<file path="src/rtl/bb_pkg.sv">
// Shared baseband definitions: access-code length, popcount width and the
// correlator state encoding.
package bb_pkg;

    localparam int SYNC_LEN = 64;
    localparam int POP_W    = 7;

    typedef enum logic [1:0] {
        IDLE   = 2'd0,
        SEARCH = 2'd1,
        FOUND  = 2'd2
    } corr_state_e;

endpackage

</file>
<file path="src/rtl/syncword_popcount.sv">
// Combinational count of set bits in the 64-bit mismatch vector
// (window XOR syncword); the result is 0..64 and fits in 7 bits.
module syncword_popcount
    import bb_pkg::*;
(
    input  logic [SYNC_LEN-1:0] data,
    output logic [POP_W-1:0]    count
);

    always_comb begin
        count = '0;
        for (int i = 0; i < SYNC_LEN; i++) begin
            count = count + POP_W'(data[i]);
        end
    end

endmodule

</file>
<file path="src/rtl/syncword_correlator.sv">
// Sliding 64-bit access-code correlator: shifts rxbit on each p_1us, registers the
// mismatch popcount one clk later and compares it against the threshold the clk after.
module syncword_correlator
    import bb_pkg::*;
(
    input  logic                clk_6M,
    input  logic                rst,
    input  logic                p_1us,
    input  logic                rxbit,
    input  logic                search_en,
    input  logic [63:0]         syncword,
    input  logic [5:0]          regi_corr_threshold,
    input  logic [9:0]          regi_search_win,
    output logic                rx_trailer_st_p,
    output logic                sync_found,
    output logic                sync_timeout_p,
    output logic [6:0]          corr_errors,
    output corr_state_e         state_dbg
);

    corr_state_e          state_q, state_d;
    logic [SYNC_LEN-1:0]  window_q;
    logic [6:0]           bit_cnt_q;
    logic [9:0]           us_cnt_q;
    logic                 shift_q;
    logic                 pop_vld_q;
    logic [POP_W-1:0]     pop_q;
    logic [POP_W-1:0]     pop_now;

    logic                 rx_q, rx_d;
    logic                 found_q, found_d;
    logic                 to_q, to_d;
    logic [6:0]           err_q, err_d;
    logic                 start;
    logic                 match;
    logic                 expire;

    syncword_popcount u_popcount (
        .data  (window_q ^ syncword),
        .count (pop_now)
    );

    // pop_vld_q marks the single clk in which pop_q reflects the newest shifted bit.
    assign match  = pop_vld_q && (bit_cnt_q == 7'(SYNC_LEN))
                    && (pop_q <= {1'b0, regi_corr_threshold});
    assign expire = pop_vld_q && (regi_search_win != 10'd0)
                    && (us_cnt_q >= regi_search_win);

    // Handshake: rx_trailer_st_p acts as a valid held high until the header stage
    // consumes it with p_1us as ready; it drops the clk after that coincidence.
    always_comb begin
        state_d = state_q;
        rx_d    = rx_q;
        found_d = found_q;
        to_d    = 1'b0;
        err_d   = err_q;
        start   = 1'b0;
        case (state_q)
            IDLE: begin
                if (search_en) begin
                    state_d = SEARCH;
                    start   = 1'b1;
                    err_d   = '0;
                end
            end
            SEARCH: begin
                if (!search_en) begin
                    state_d = IDLE;
                end else if (match) begin
                    state_d = FOUND;
                    rx_d    = 1'b1;
                    found_d = 1'b1;
                    err_d   = pop_q;
                end else if (expire) begin
                    state_d = IDLE;
                    to_d    = 1'b1;
                end
            end
            FOUND: begin
                if (!search_en) begin
                    state_d = IDLE;
                    rx_d    = 1'b0;
                    found_d = 1'b0;
                end else if (rx_q && p_1us) begin
                    rx_d = 1'b0;
                end
            end
            default: begin
                state_d = IDLE;
                rx_d    = 1'b0;
                found_d = 1'b0;
            end
        endcase
    end

    always_ff @(posedge clk_6M or posedge rst) begin
        if (rst) begin
            state_q <= IDLE;
            rx_q    <= 1'b0;
            found_q <= 1'b0;
            to_q    <= 1'b0;
            err_q   <= '0;
        end else begin
            state_q <= state_d;
            rx_q    <= rx_d;
            found_q <= found_d;
            to_q    <= to_d;
            err_q   <= err_d;
        end
    end

    always_ff @(posedge clk_6M or posedge rst) begin
        if (rst) begin
            window_q  <= '0;
            bit_cnt_q <= '0;
            us_cnt_q  <= '0;
            shift_q   <= 1'b0;
            pop_vld_q <= 1'b0;
            pop_q     <= '0;
        end else if (start) begin
            window_q  <= '0;
            bit_cnt_q <= '0;
            us_cnt_q  <= '0;
            shift_q   <= 1'b0;
            pop_vld_q <= 1'b0;
        end else begin
            shift_q   <= 1'b0;
            pop_vld_q <= shift_q;
            if (shift_q) begin
                pop_q <= pop_now;
            end
            if (state_q == SEARCH && search_en && p_1us) begin
                window_q <= {window_q[SYNC_LEN-2:0], rxbit};
                shift_q  <= 1'b1;
                us_cnt_q <= us_cnt_q + 10'd1;
                if (bit_cnt_q != 7'(SYNC_LEN)) begin
                    bit_cnt_q <= bit_cnt_q + 7'd1;
                end
            end
        end
    end

    assign rx_trailer_st_p = rx_q;
    assign sync_found      = found_q;
    assign sync_timeout_p  = to_q;
    assign corr_errors     = err_q;
    assign state_dbg       = state_q;

endmodule

</file>
<file path="config.mk">
export PLATFORM = sky130hd
export DESIGN_NAME = syncword_correlator
export DESIGN_NICKNAME = d
export VERILOG_FILES = /design/src/rtl/bb_pkg.sv /design/src/rtl/syncword_popcount.sv /design/src/rtl/syncword_correlator.sv
export SDC_FILE = /design/constraint.sdc
export NUM_CORES = 1
export LEC_CHECK = 0
export CAP_MARGIN = 25
export CELL_PAD_IN_SITES_DETAIL_PLACEMENT = 1
export CELL_PAD_IN_SITES_GLOBAL_PLACEMENT = 1
export CORE_MARGIN = 2
export CORE_UTILIZATION = 39
export DETAILED_ROUTE_END_ITERATION = 10
export PLACE_DENSITY_LB_ADDON = 0.1
export SLEW_MARGIN = 25
export SYNTH_ARGS = -nofsm -noshare
export SYNTH_HDL_FRONTEND = slang
export SYNTH_SLANG_ARGS = --single-unit
</file>
<file path="constraint.sdc">
create_clock -name clk_6M -period 6.23 [get_ports clk_6M]
set_clock_uncertainty 0.1 [all_clocks]
set_input_delay 1.246 -clock clk_6M [delete_from_list [all_inputs] [get_ports clk_6M]]
set_output_delay 1.246 -clock clk_6M [all_outputs]
set_load 0.02 [all_outputs]
</file>
==> run summary, run 1 <==
================================================================================
Status                                                              finished with violations
Violated checks                                                     setup timing
Number of warning messages in the yosys log                                    0
Cell count of the worst reg-to-reg path                                       19
Worst-margin pin slew                                                     854 ps
Number of antenna violations at the first check in global routing              0
Clk root buf                                                           clkbuf_16
Count of endpoints failing hold in the final timing report                     0
Die height                                                                135 um
Maximum net fanout on the critical path                                        2
Slack of the critical path                                               -666 ps
Element type at the critical path start                             primary input
Clock Pin Slew Worst Setup and Hold Paths                                  70 ps
Placement-stage worst setup slack                                       -1350 ps
Final sum of negative setup slack                                       -3360 ps
Count of input and output buffers                                             96
Unrepaired setup endpoints after global routing                              yes
Number of pins exceeding their max-slew limit in the final report              0
Final-stage net count                                                        903
Share of cells above drive strength 1                                      15.1%
Leakage power of the design                                           0.00404 uW
Post-synth design cell area                                             6680 um2
Setup slack on the worst flop-to-flop path                               -160 ps
Worst supply voltage drop on vdd                                         1.12 mV
Initial DRC Count                                                            230
Antenna fix cells                                                              0
Critical hold path startpoint                                       rx_trailer_st_p
Pwr dens                                                              696 nW/um2
CP endpoint kind                                                            flop
Register bit count reported by yosys                                         102
Last weighted congestion value of the routability-driven placer            0.837
Layout overhead on the synthesized area                                    26.8%
Signal arrival time at the worst endpoint                                7040 ps
DR pass1 iterations                                                            4
Cell taking the most area after synthesis                                dfrtp_1
Worst endpoint required time                                             6370 ps
Remaining global-route overflow                                                0
Gate count of the mapped netlist                                             626
Total clock buffers created by CTS                                             9
Routed WL per cell                                                       18.0 um
Die area                                                               18200 um2
H-Tree Depth                                                                   3
Initial Utilization                                                        40.1%
Via count of the first global-routing pass                                  5496
Clock tree from TritonCTS                                                  built
Crit path cell chain                                                buf_6 -> xor2_2 -> fa_1 -> fa_1 -> fa_1 -> inv_2 -> fa_1 -> fa_1 -> inv_2 -> fa_2 -> inv_2 -> fa_2 -> fa_1 -> fa_2 -> inv_2 -> fa_2 -> a21o_1 -> a21oi_2 -> nor2b_1 -> o21bai_1 -> a21oi_1
Most common library cells after synthesis                           dfrtp_1, inv_1, nand2_1
Most Frequent Cell on Critical Path                                         fa_1
Hold WC Path Type                                                   flop to flop
Final setup violation count                                                    7
Hold bufs inserted after CTS                                                   0
Total core area                                                        16600 um2
Final Critical Period                                                    6900 ps
Number of placement rows                                                      47
Count of flip-flops with a built-in enable after synthesis                     0
Max stage delay on crit path                                              570 ps
Slowest cell on crit path                                                   fa_1
Largest net degree at the start of global routing                             67
Clock net sink count                                                         102
Yosys cell types                                                              52
Number of nets with antenna violations after routing                           0
Count of boundary I/O pins                                                    97
Min-Delay Path Depth                                                           2
DR vias                                                                     4895
Achievable frequency                                                     145 MHz
Latest clock arrival within the worst-skew pair                           350 ps
Global-route wire length before repair                                   29.0 mm
Post-Synthesis Net Count                                                     800
Main synth FF type                                                       dfrtp_1
Average vias per placed instance                                            5.13
Fraction of registers with async set/reset                                  100%
Hold path endpoint                                                  rx_trailer_st_p
Part of the Yosys area used for sequential elements                        38.2%
Cell with the most instances after synthesis                             dfrtp_1
Number of maximum-capacitance constraint violations                            0
Routed wire length                                                       17.2 mm
Deepest clock path buffer count                                                2
Final period util                                                           111%
Area contributors post-synth                                        dfrtp_1, fa_1, ha_1
Rel. slew slack                                                            43.0%
# DRC                                                                          0
Endpoint of the lowest-slack register-to-register path                  pop_q[6]
Synth Area per Inst                                                     10.7 um2
Filler instances                                                            1800
DPL Wire Length                                                          12.8 mm
Overall track demand over capacity in global routing                       20.5%
Crit path kind                                                      primary input to flop
Width of the die                                                          135 um
Worst reg2reg path startpoint                                        window_q[1]
Post-synth top area share                                                  38.2%
================================================================================
==> cell type report <==
cell class                      instances  area (um2)  share of cell area [%]
Multi-Input combinational cell        425        3960                    46.8
Tap cell                              220         275                    3.25
Inverter                               75         284                    3.36
Sequential cell                       102        2550                    30.2
Timing Repair Buffer                  116        1050                    12.4
Clock inverter                          5        81.3                   0.961
Clock buffer                           11         253                    2.99
==> how the worst max path moves through the flow <==
stage                       from        to  depth (start not counted)
finish              syncword[48]  pop_q[6]                         21
global route        syncword[38]  pop_q[6]                         21
CTS                 syncword[48]  pop_q[4]                         20
detailed placement  syncword[58]  pop_q[4]                         19
global placement     syncword[1]  pop_q[5]                         19
floorplan            syncword[1]  pop_q[6]                         19
==> worst max-delay path, delay by kind of cell <==
family / cells / cell delay, ps
compound gates: 4 / 560
simple gates: 1 / 70
fa+ha+maj: 10 / 4710
xor+xnor: 1 / 180
buf+inv: 5 / 280
==> cell usage in the layout (no fill, tap or decap), drive strengths merged, types with 8 or more instances in the layout <==
cell,netlist,layout
inv,75,75
clkbuf,8,13
dfrtp,102,102
fa,54,54
clkdlybuf4s50,0,65
nor2,22,22
nand2,73,73
xor2,42,42
a21oi,35,35
and3,11,11
dlygate4sd2,0,8
ha,35,35
buf,16,35
o21ai,15,15
a22o,43,43
xnor2,37,37
==> power by group <==
part	switching (uW)	internal, uW	total (uW)
combinational	2220	2280	4500
clock	264	374	639
sequential	43.4	710	753
==> per-layer routing <==
layer / vias up / global-route usage [%] / share of wire (%)
li1: 2258 / - / -
met5: - / 0 / 0
met1: 2535 / 27.8 / 45
met2: 88 / 34.5 / 50
met4: 0 / 5.15 / 1.2
met3: 14 / 3.23 / 3.5
==> metrics by stage <==
| step | hold WS, ps | area (um2) | utilization [%] | power (uW) | cells |
|---|---|---|---|---|---|
| after floorplan | 356 | 6690 | - | 3270 | 626 |
| after global placement | 366 | 7930 | 47.7 | 4340 | 935 |
| after detailed placement | 388 | 7930 | 47.7 | 4480 | 935 |
| after CTS | 402 | 8410 | 50.5 | 5750 | 953 |
| after global routing | 426 | 8460 | 50.9 | 6470 | 954 |
| final | 398 | 8460 | 50.9 | 5890 | 954 |
==> kinds of logic (layout without fill, tap and decap cells) <==
kind of cell | after synthesis | count (layout) | synth area share, %
AOI/OAI and AO/OA | 120 | 120 | 12.7
xor gates and xnor gates | 79 | 79 | 10.4
and+or+nand+nor | 137 | 137 | 9.90
buffers and inverters | 99 | 207 | 6.07
adders and majority gates | 89 | 89 | 22.8
DFF | 102 | 102 | 38.2
==> registers in the layout, summed over array words and instances (netlist names) <==
| register | cells |
|---|---|
| bit_cnt_q | 7 |
| corr_errors | 7 |
| pop_q | 7 |
| pop_vld_q | 1 |
| rx_trailer_st_p | 1 |
| shift_q | 1 |
| state_dbg | 2 |
| sync_found | 1 |
| sync_timeout_p | 1 |
| us_cnt_q | 10 |
| window_q | 64 |
==> what timing repair did <==
item,4_1_cts,5_1_grt
pin swaps,39,8
endpoints found under the setup margin,7,7
resized for setup,122,14
buffers inserted,2,1
gates cloned,0,0
No activity file was read; power rests on OpenSTA's default activity.
==> run 2, diff against run 1 <==
--- a/config.mk
+++ b/config.mk
@@ -12,7 +12,9 @@
 export CORE_UTILIZATION = 39
 export DETAILED_ROUTE_END_ITERATION = 10
 export PLACE_DENSITY_LB_ADDON = 0.1
+export SETUP_SLACK_MARGIN = 0.05
 export SLEW_MARGIN = 25
 export SYNTH_ARGS = -nofsm -noshare
 export SYNTH_HDL_FRONTEND = slang
+export SYNTH_HIERARCHICAL = 1
 export SYNTH_SLANG_ARGS = --single-unit
==> run 2 against run 1 <==
- the flow still finishes with violations (setup timing)
- critical endpoint unchanged
- register-to-register slack worse by 30 ps
- via count grew 8.9%
- highest routed layer unchanged
- cell area grew 3.8%
- non-clock buffer count is 8 higher
- setup slack got worse by 35 ps
- maximum frequency is 0.51% lower
==> run summary, run 2 <==
========================================================================================
Unrepaired setup endpoints after global routing                                      yes
Slack of the critical path                                                       -701 ps   -35.1 ps
Total cell area at the placement stage                                          8320 um2   +4.9%
Footprint of the multi-input gates                                              4130 um2   +4.2%
Cell with the most instances after synthesis                                     nand2_1
Element type at the critical path start                                     primary input
Worst-margin pin slew                                                             809 ps   -44.9 ps
Clock net sink count                                                                 102   unchanged
Number of maximum-capacitance constraint violations                                    0   unchanged
Filler instances                                                                    1960   +8.9%
Post-synth top area share                                                          36.5%   -1.8 points
Placement-stage worst setup slack                                               -1430 ps   -82.8 ps
Cell taking the most area after synthesis                                        dfrtp_1
Layout overhead on the synthesized area                                            25.4%
Last weighted congestion value of the routability-driven placer                    0.802   -4.2%
Rel. slew slack                                                                    46.0%   +3.0 points
Die area                                                                       19000 um2   +4.7%
Synth Area per Inst                                                             9.50 um2   -11%
Reg with most FFs                                                               window_q
Count of boundary I/O pins                                                            97   unchanged
Gate count of the mapped netlist                                                     737   +18%
Initial Utilization                                                                40.2%   +0.091 points
Most Frequent Cell on Critical Path                                                 fa_1
Antenna fix cells                                                                      0   unchanged
Die height                                                                        138 um   +2.3%
Final Cell Area                                                                 8780 um2   +3.8%
Yosys cell types                                                                      54   +3.8%
Achievable frequency                                                             144 MHz   -0.51%
Width of the die                                                                  138 um   +2.3%
Area contributors post-synth                                                dfrtp_1, fa_1, xor2_1
Number of warning messages in the yosys log                                            6   +6
CP bufs+invs                                                                           5   unchanged
Overall track demand over capacity in global routing                               20.6%   +0.11 points
Latest clock arrival within the worst-skew pair                                   350 ps   about the same
Max stage delay on crit path                                                      580 ps   about the same
Slowest cell on crit path                                                           fa_2
Largest net degree at the start of global routing                                     71   +6.0%
Cell count of the worst reg-to-reg path                                               19   unchanged
Final Critical Period                                                            6930 ps   +35.1 ps
Most common cell after layout, fill and taps aside                               nand2_1
Reg area                                                                        2550 um2   unchanged
Number of pins exceeding their max-slew limit in the final report                      0   unchanged
Registers with the most flip-flops                                          window_q: 64 flops, us_cnt_q: 10 flops
Post-synth design cell area                                                     7000 um2   +4.9%
Min-Delay Path Depth                                                                   1   -1
Register bit count reported by yosys                                                 102   unchanged
Deepest clock path buffer count                                                        2   unchanged
Part of the Yosys area used for sequential elements                                36.5%   -1.8 points
# DRC                                                                                  0   unchanged
Initial DRC Count                                                                    213   -7.4%
Number of flip-flops in the largest register                                          64   unchanged
Most common library cells after synthesis                                   nand2_1, inv_1, dfrtp_1
Signal arrival time at the worst endpoint                                        7070 ps   +30 ps
DR vias                                                                             5329   +8.9%
Hold WC Path Type                                                           flop to flop
Category of cells accounting for the largest share of critical-path delay    adder cells
Number of nets with antenna violations after routing                                   0   unchanged
Number of placement rows                                                              48   +2.1%
Average vias per placed instance                                                    4.96   -3.3%
Routed WL per cell                                                               17.2 um   -4.8%
Count of input and output buffers                                                     96   unchanged
Crit path cell chain                                                        buf_8 -> xor2_4 -> fa_2 -> inv_2 -> fa_1 -> inv_2 -> fa_1 -> inv_2 -> fa_1 -> fa_1 -> fa_1 -> fa_1 -> fa_1 -> inv_2 -> ha_4 -> fa_2 -> a211o_4 -> a21oi_2 -> o21bai_1 -> mux2_4
Routed wire length                                                               18.4 mm   +7.2%
Fraction of registers with async set/reset                                          100%   unchanged
Commonest cells after routing, fill and taps aside                          nand2_1, dfrtp_1, inv_1
DR pass1 iterations                                                                    4   unchanged
Status                                                                      finished with violations
CP endpoint kind                                                                    flop
Share of the core filled with cells in the final layout                            50.4%   -0.43 points
Remaining global-route overflow                                                        0   unchanged
H-Tree Depth                                                                           3   unchanged
Number of antenna violations at the first check in global routing                      0   unchanged
Total clock buffers created by CTS                                                     9   unchanged
Cell depth of the worst setup path                                                    20   -4.8%
Violated checks                                                             setup timing
Total core area                                                                17400 um2   +4.7%
Final setup violation count                                                            6   -1
Clk root buf                                                                   clkbuf_16
Share of cells above drive strength 1                                              12.6%   -2.5 points
Clock tree from TritonCTS                                                          built
Main synth FF type                                                               dfrtp_1
Clock Pin Slew Worst Setup and Hold Paths                                          70 ps   about the same
Final period util                                                                   111%   +0.56 points
Count of endpoints failing hold in the final timing report                             0   unchanged
Global-route wire length before repair                                           29.8 mm   +2.7%
Final-stage net count                                                               1017   +13%
Post-Synthesis Net Count                                                             910   +14%
Maximum net fanout on the critical path                                                3   +1
Count of flip-flops with a built-in enable after synthesis                             0   unchanged
Worst endpoint required time                                                     6370 ps   about the same
Crit path kind                                                              primary input to flop
DPL Wire Length                                                                  14.0 mm   +9.7%
Final sum of negative setup slack                                               -3160 ps   +200 ps
Via count of the first global-routing pass                                          5850   +6.4%
========================================================================================
[run 2: changes by cell type in the layout (fill, tap and decap cells not counted), sizes merged, moves of 33 or more]
cell | before | now
a22o | 43 | 1
xnor2 | 37 | 2
inv | 75 | 108
nand2 | 73 | 149
nand3 | 3 | 59
xor2 | 42 | 75
[run 2: repair_timing]
item                                   in CTS  in global routing
endpoints found under the hold margin       0                  0
setup buffers                               3                  1
gates resized for setup                    89                 25
hold buffers                                0                  0
setup endpoints to repair                   7                  7
pin swaps                                  43                 33
[run 2: metrics by stage]
stage | hold WS [ps] | std cells
final | 396 | 1074
after global routing | 421 | 1074
after CTS | 398 | 1074
after detailed placement | 381 | 1055
after global placement | 368 | 1055
after floorplan | 375 | 737
[run 2: cell families (layout without fill, tap and decap cells)]
family / count (synthesis) / in the layout / share of synthesized area (%)
compound gates: 69 / 69 / 6.88
xor+xnor: 77 / 77 / 9.63
mux: 6 / 6 / 0.965
flops: 102 / 102 / 36.5
simple gates: 259 / 259 / 16.9
buf+inv: 136 / 248 / 7.63
fa+ha+maj: 88 / 88 / 21.5
[run 2: per-layer routing]
metal  GRT usage, %  share of wire, %
met1           27.2                45
met2           35.2                50
met3           2.78               3.4
met4           6.46               1.6
met5              0                 0
[run 2: worst reg2reg max path, stage by stage (launching register included)]
cell      delay, ps
dfrtp_1         420
xor2_2          200
fa_2            610
inv_2            50
fa_1            550
inv_2            40
fa_1            480
inv_2            40
fa_1            540
fa_1            430
fa_1            550
fa_1            440
fa_1            510
inv_2            50
ha_4            150
fa_2            360
a211o_4         340
a21oi_2         110
o21bai_1         70
mux2_4          270
[run 2: final timing paths]
kind | from | end | slack [ps]
max | syncword[17] | pop_q[6] | -700
min | corr_errors[6] | corr_errors[6] | 400
max reg2reg | window_q[21] | pop_q[6] | -190
min reg2reg | corr_errors[6] | corr_errors[6] | 400
max in group asynchronous | rst | window_q[17] | 3630
min in group asynchronous | rst | window_q[62] | 1290
[run 2: final cells by class]
class | count | area share [%]
Clock buffer | 12 | 2.81
Clock inverter | 4 | 0.370
Inverter | 108 | 4.64
Multi-Input combinational cell | 499 | 47.0
Sequential cell | 102 | 29.1
Tap cell | 225 | 3.21
Timing Repair Buffer | 124 | 12.9
Power of run 2 is not shown: default switching activity piles up to over one toggle a cycle in this logic, so the estimate is an artifact.
==> run 3, diff against run 2 <==
--- a/config.mk
+++ b/config.mk
@@ -8,8 +8,9 @@
 export CAP_MARGIN = 25
 export CELL_PAD_IN_SITES_DETAIL_PLACEMENT = 1
 export CELL_PAD_IN_SITES_GLOBAL_PLACEMENT = 1
-export CORE_MARGIN = 2
-export CORE_UTILIZATION = 39
+export CORE_MARGIN = 8
+export CORE_UTILIZATION = 44
+export CTS_BUF_LIST = sky130_fd_sc_hd__clkbuf_8
 export DETAILED_ROUTE_END_ITERATION = 10
 export PLACE_DENSITY_LB_ADDON = 0.1
 export SETUP_SLACK_MARGIN = 0.05
==> constraint.sdc (replaced) <==
create_clock -name clk_6M -period 6.98 [get_ports clk_6M]
set_clock_uncertainty 0.1 [all_clocks]
set_input_delay 1.396 -clock clk_6M [delete_from_list [all_inputs] [get_ports clk_6M]]
set_output_delay 1.396 -clock clk_6M [all_outputs]
set_load 0.02 [all_outputs]
==> run 3 against run 2 <==
- cell count fell by 1.9%
- critical endpoint is now pop_q[4]
- wire length fell by 1.9%
- the run still ends with setup timing left
- setup slack improved by 560 ps
- highest routed layer unchanged
- count of clock-buffer cells in the layout fell by 2
- via count barely moved
==> run summary, run 3 (synthesis results as in run 2) <==
========================================================================================
Latest clock arrival within the worst-skew pair                                   380 ps   +30 ps
Hold WC Path Type                                                           flop to flop
Max stage delay on crit path                                                      540 ps   -40 ps
Clock net sink count                                                                 102   unchanged
Routed wire length                                                               18.1 mm   -1.9%
Remaining global-route overflow                                                        0   unchanged
Signal arrival time at the worst endpoint                                        7300 ps   +230 ps
Count of input and output buffers                                                     96   unchanged
Via count of the first global-routing pass                                          6079   +3.9%
DR vias                                                                             5324   -0.094%
Worst endpoint required time                                                     7150 ps   +780 ps
Achievable frequency                                                             140 MHz
Number of placement rows                                                              46   -4.2%
H-Tree Depth                                                                           3   unchanged
Total clock buffers created by CTS                                                     9   unchanged
Slack of the critical path                                                       -143 ps   +558 ps
Category of cells accounting for the largest share of critical-path delay    adder cells
Layout overhead on the synthesized area                                            23.2%
Initial DRC Count                                                                    236   +11%
Number of antenna violations at the first check in global routing                      0   unchanged
Final setup violation count                                                            3   -3
Fraction of met3 tracks used by global routing                                     2.62%   -0.16 points
Number of maximum-capacitance constraint violations                                    0   unchanged
Clk root buf                                                                    clkbuf_8
Most common cell after layout, fill and taps aside                               nand2_1
Number of nets with antenna violations after routing                                   0   unchanged
Clock tree from TritonCTS                                                          built
Number of flip-flops in the largest register                                          64   unchanged
Global routing usage on met2                                                       34.5%   -0.67 points
DPL Wire Length                                                                  13.6 mm   -2.8%
Setup slack on the worst flop-to-flop path                                        470 ps   +660 ps
Average vias per placed instance                                                    5.05   +1.8%
Reg area                                                                        2550 um2   unchanged
Element type at the critical path start                                     primary input
Final Critical Period                                                            7120 ps
# DRC                                                                                  0   unchanged
Most Frequent Cell on Critical Path                                                 fa_1
Met1 Track Usage GR                                                                22.7%   -4.5 points
Routed WL per cell                                                               17.1 um   about the same
Number of pins exceeding their max-slew limit in the final report                      0   unchanged
Worst-margin pin slew                                                             824 ps   +14.8 ps
Width of the die                                                                  142 um   +3.0%
Last weighted congestion value of the routability-driven placer                    0.779   -2.8%
Rel. slew slack                                                                    45.1%   -0.99 points
Total core area                                                                15700 um2   -9.8%
Largest net degree at the start of global routing                                     71   unchanged
Footprint of the multi-input gates                                              4130 um2   -0.12%
Registers with the most flip-flops                                          window_q: 64 flops, us_cnt_q: 10 flops
Final period util                                                                   102%
Crit path cell chain                                                        buf_2 -> xor2_1 -> inv_1 -> fa_1 -> fa_1 -> inv_1 -> fa_1 -> inv_2 -> fa_1 -> inv_2 -> fa_1 -> inv_1 -> fa_1 -> fa_1 -> fa_1 -> inv_2 -> ha_4 -> fa_2 -> buf_6 -> a21o_4 -> a211oi_2 -> a21oi_1 -> mux2_4
Die height                                                                        142 um   +3.0%
Clock Pin Slew Worst Setup and Hold Paths                                         100 ps   +30 ps
Final-stage net count                                                               1006   -1.1%
Die area                                                                       20200 um2   +6.1%
Commonest cells after routing, fill and taps aside                          nand2_1, dfrtp_1, inv_1
Worst Hold Margin                                                                 398 ps   +2.43 ps
Unrepaired setup endpoints after global routing                                      yes
Overall track demand over capacity in global routing                               19.1%   -1.5 points
Violated checks                                                             setup timing
Maximum net fanout on the critical path                                                2   -1
Antenna fix cells                                                                      0   unchanged
Count of endpoints failing hold in the final timing report                             0   unchanged
Status                                                                      finished with violations
CP endpoint kind                                                                    flop
DR pass1 iterations                                                                    4   unchanged
Slowest cell on crit path                                                           fa_1
Reg with most FFs                                                               window_q
Share of cells above drive strength 1                                              11.7%   -0.91 points
Filler instances                                                                    1791   -8.6%
CP bufs+invs                                                                           8   +3
Layer with the highest usage                                                        met2
Crit path kind                                                              primary input to flop
Initial Utilization                                                                44.6%   +4.4 points
Deepest clock path buffer count                                                        2   unchanged
Global-route wire length before repair                                           30.4 mm   +2.0%
Count of boundary I/O pins                                                            97   unchanged
========================================================================================
run 3: path summary, 6_finish.rpt:
kind,startpoint,to,cells after the start
worst min-delay path,sync_found,sync_found,1
min in group asynchronous,rst,window_q[61],2
max in group asynchronous,rst,corr_errors[0],3
worst min register to register,sync_found,sync_found,1
worst max register to register,window_q[57],pop_q[4],22
worst max-delay path,syncword[63],pop_q[4],23
run 3: repair_timing:
| action | in CTS | in global routing |
|---|---|---|
| gates resized for setup | 71 | 49 |
| hold buffers | 0 | 0 |
| setup endpoints to repair | 6 | 5 |
| buffers inserted | 1 | 2 |
| endpoints found under the hold margin | 0 | 0 |
| pin swaps | 37 | 31 |
run 3: layer usage:
metal / wire length (um) / share of wire [%]
met5: 0 / 0
met4: 321 / 1.8
met3: 491 / 2.7
met2: 9530 / 53
met1: 7730 / 43
run 3: layout make-up:
type,instances,share of cell area [%]
Clock buffer,10,1.60
Clock inverter,6,1.25
Inverter,108,4.73
Multi-Input combinational cell,499,47.8
Sequential cell,102,29.6
Tap cell,216,3.13
Timing Repair Buffer,113,11.9
run 3: worst reg2reg max path, stage by stage, from the launching register on:
cell      delay (ps)
dfrtp_1          440
xor2_2           200
fa_1             540
inv_1             50
fa_1             480
inv_1             50
fa_1             500
inv_2             40
fa_1             540
inv_2             40
fa_1             470
inv_1             50
fa_1             470
fa_1             500
fa_1             510
inv_2             50
ha_4             160
fa_2             350
buf_6            130
a21o_4           180
a211oi_2         230
a21oi_1           70
mux2_4           270
run 3: per-stage QoR:
stage	instance area (um2)	instances	utilization, %	setup slack, ps	TNS, ps
after detailed placement	8240	1036	52.4	-853	-4170
after floorplan	7020	737	-	-124	-234
after global routing	8630	1054	54.9	-331	-777
final	8630	1054	54.9	-143	-296
after CTS	8510	1053	54.1	-206	-438
after global placement	8240	1036	52.4	-741	-3510
Power of run 3 is left out for the same reason.
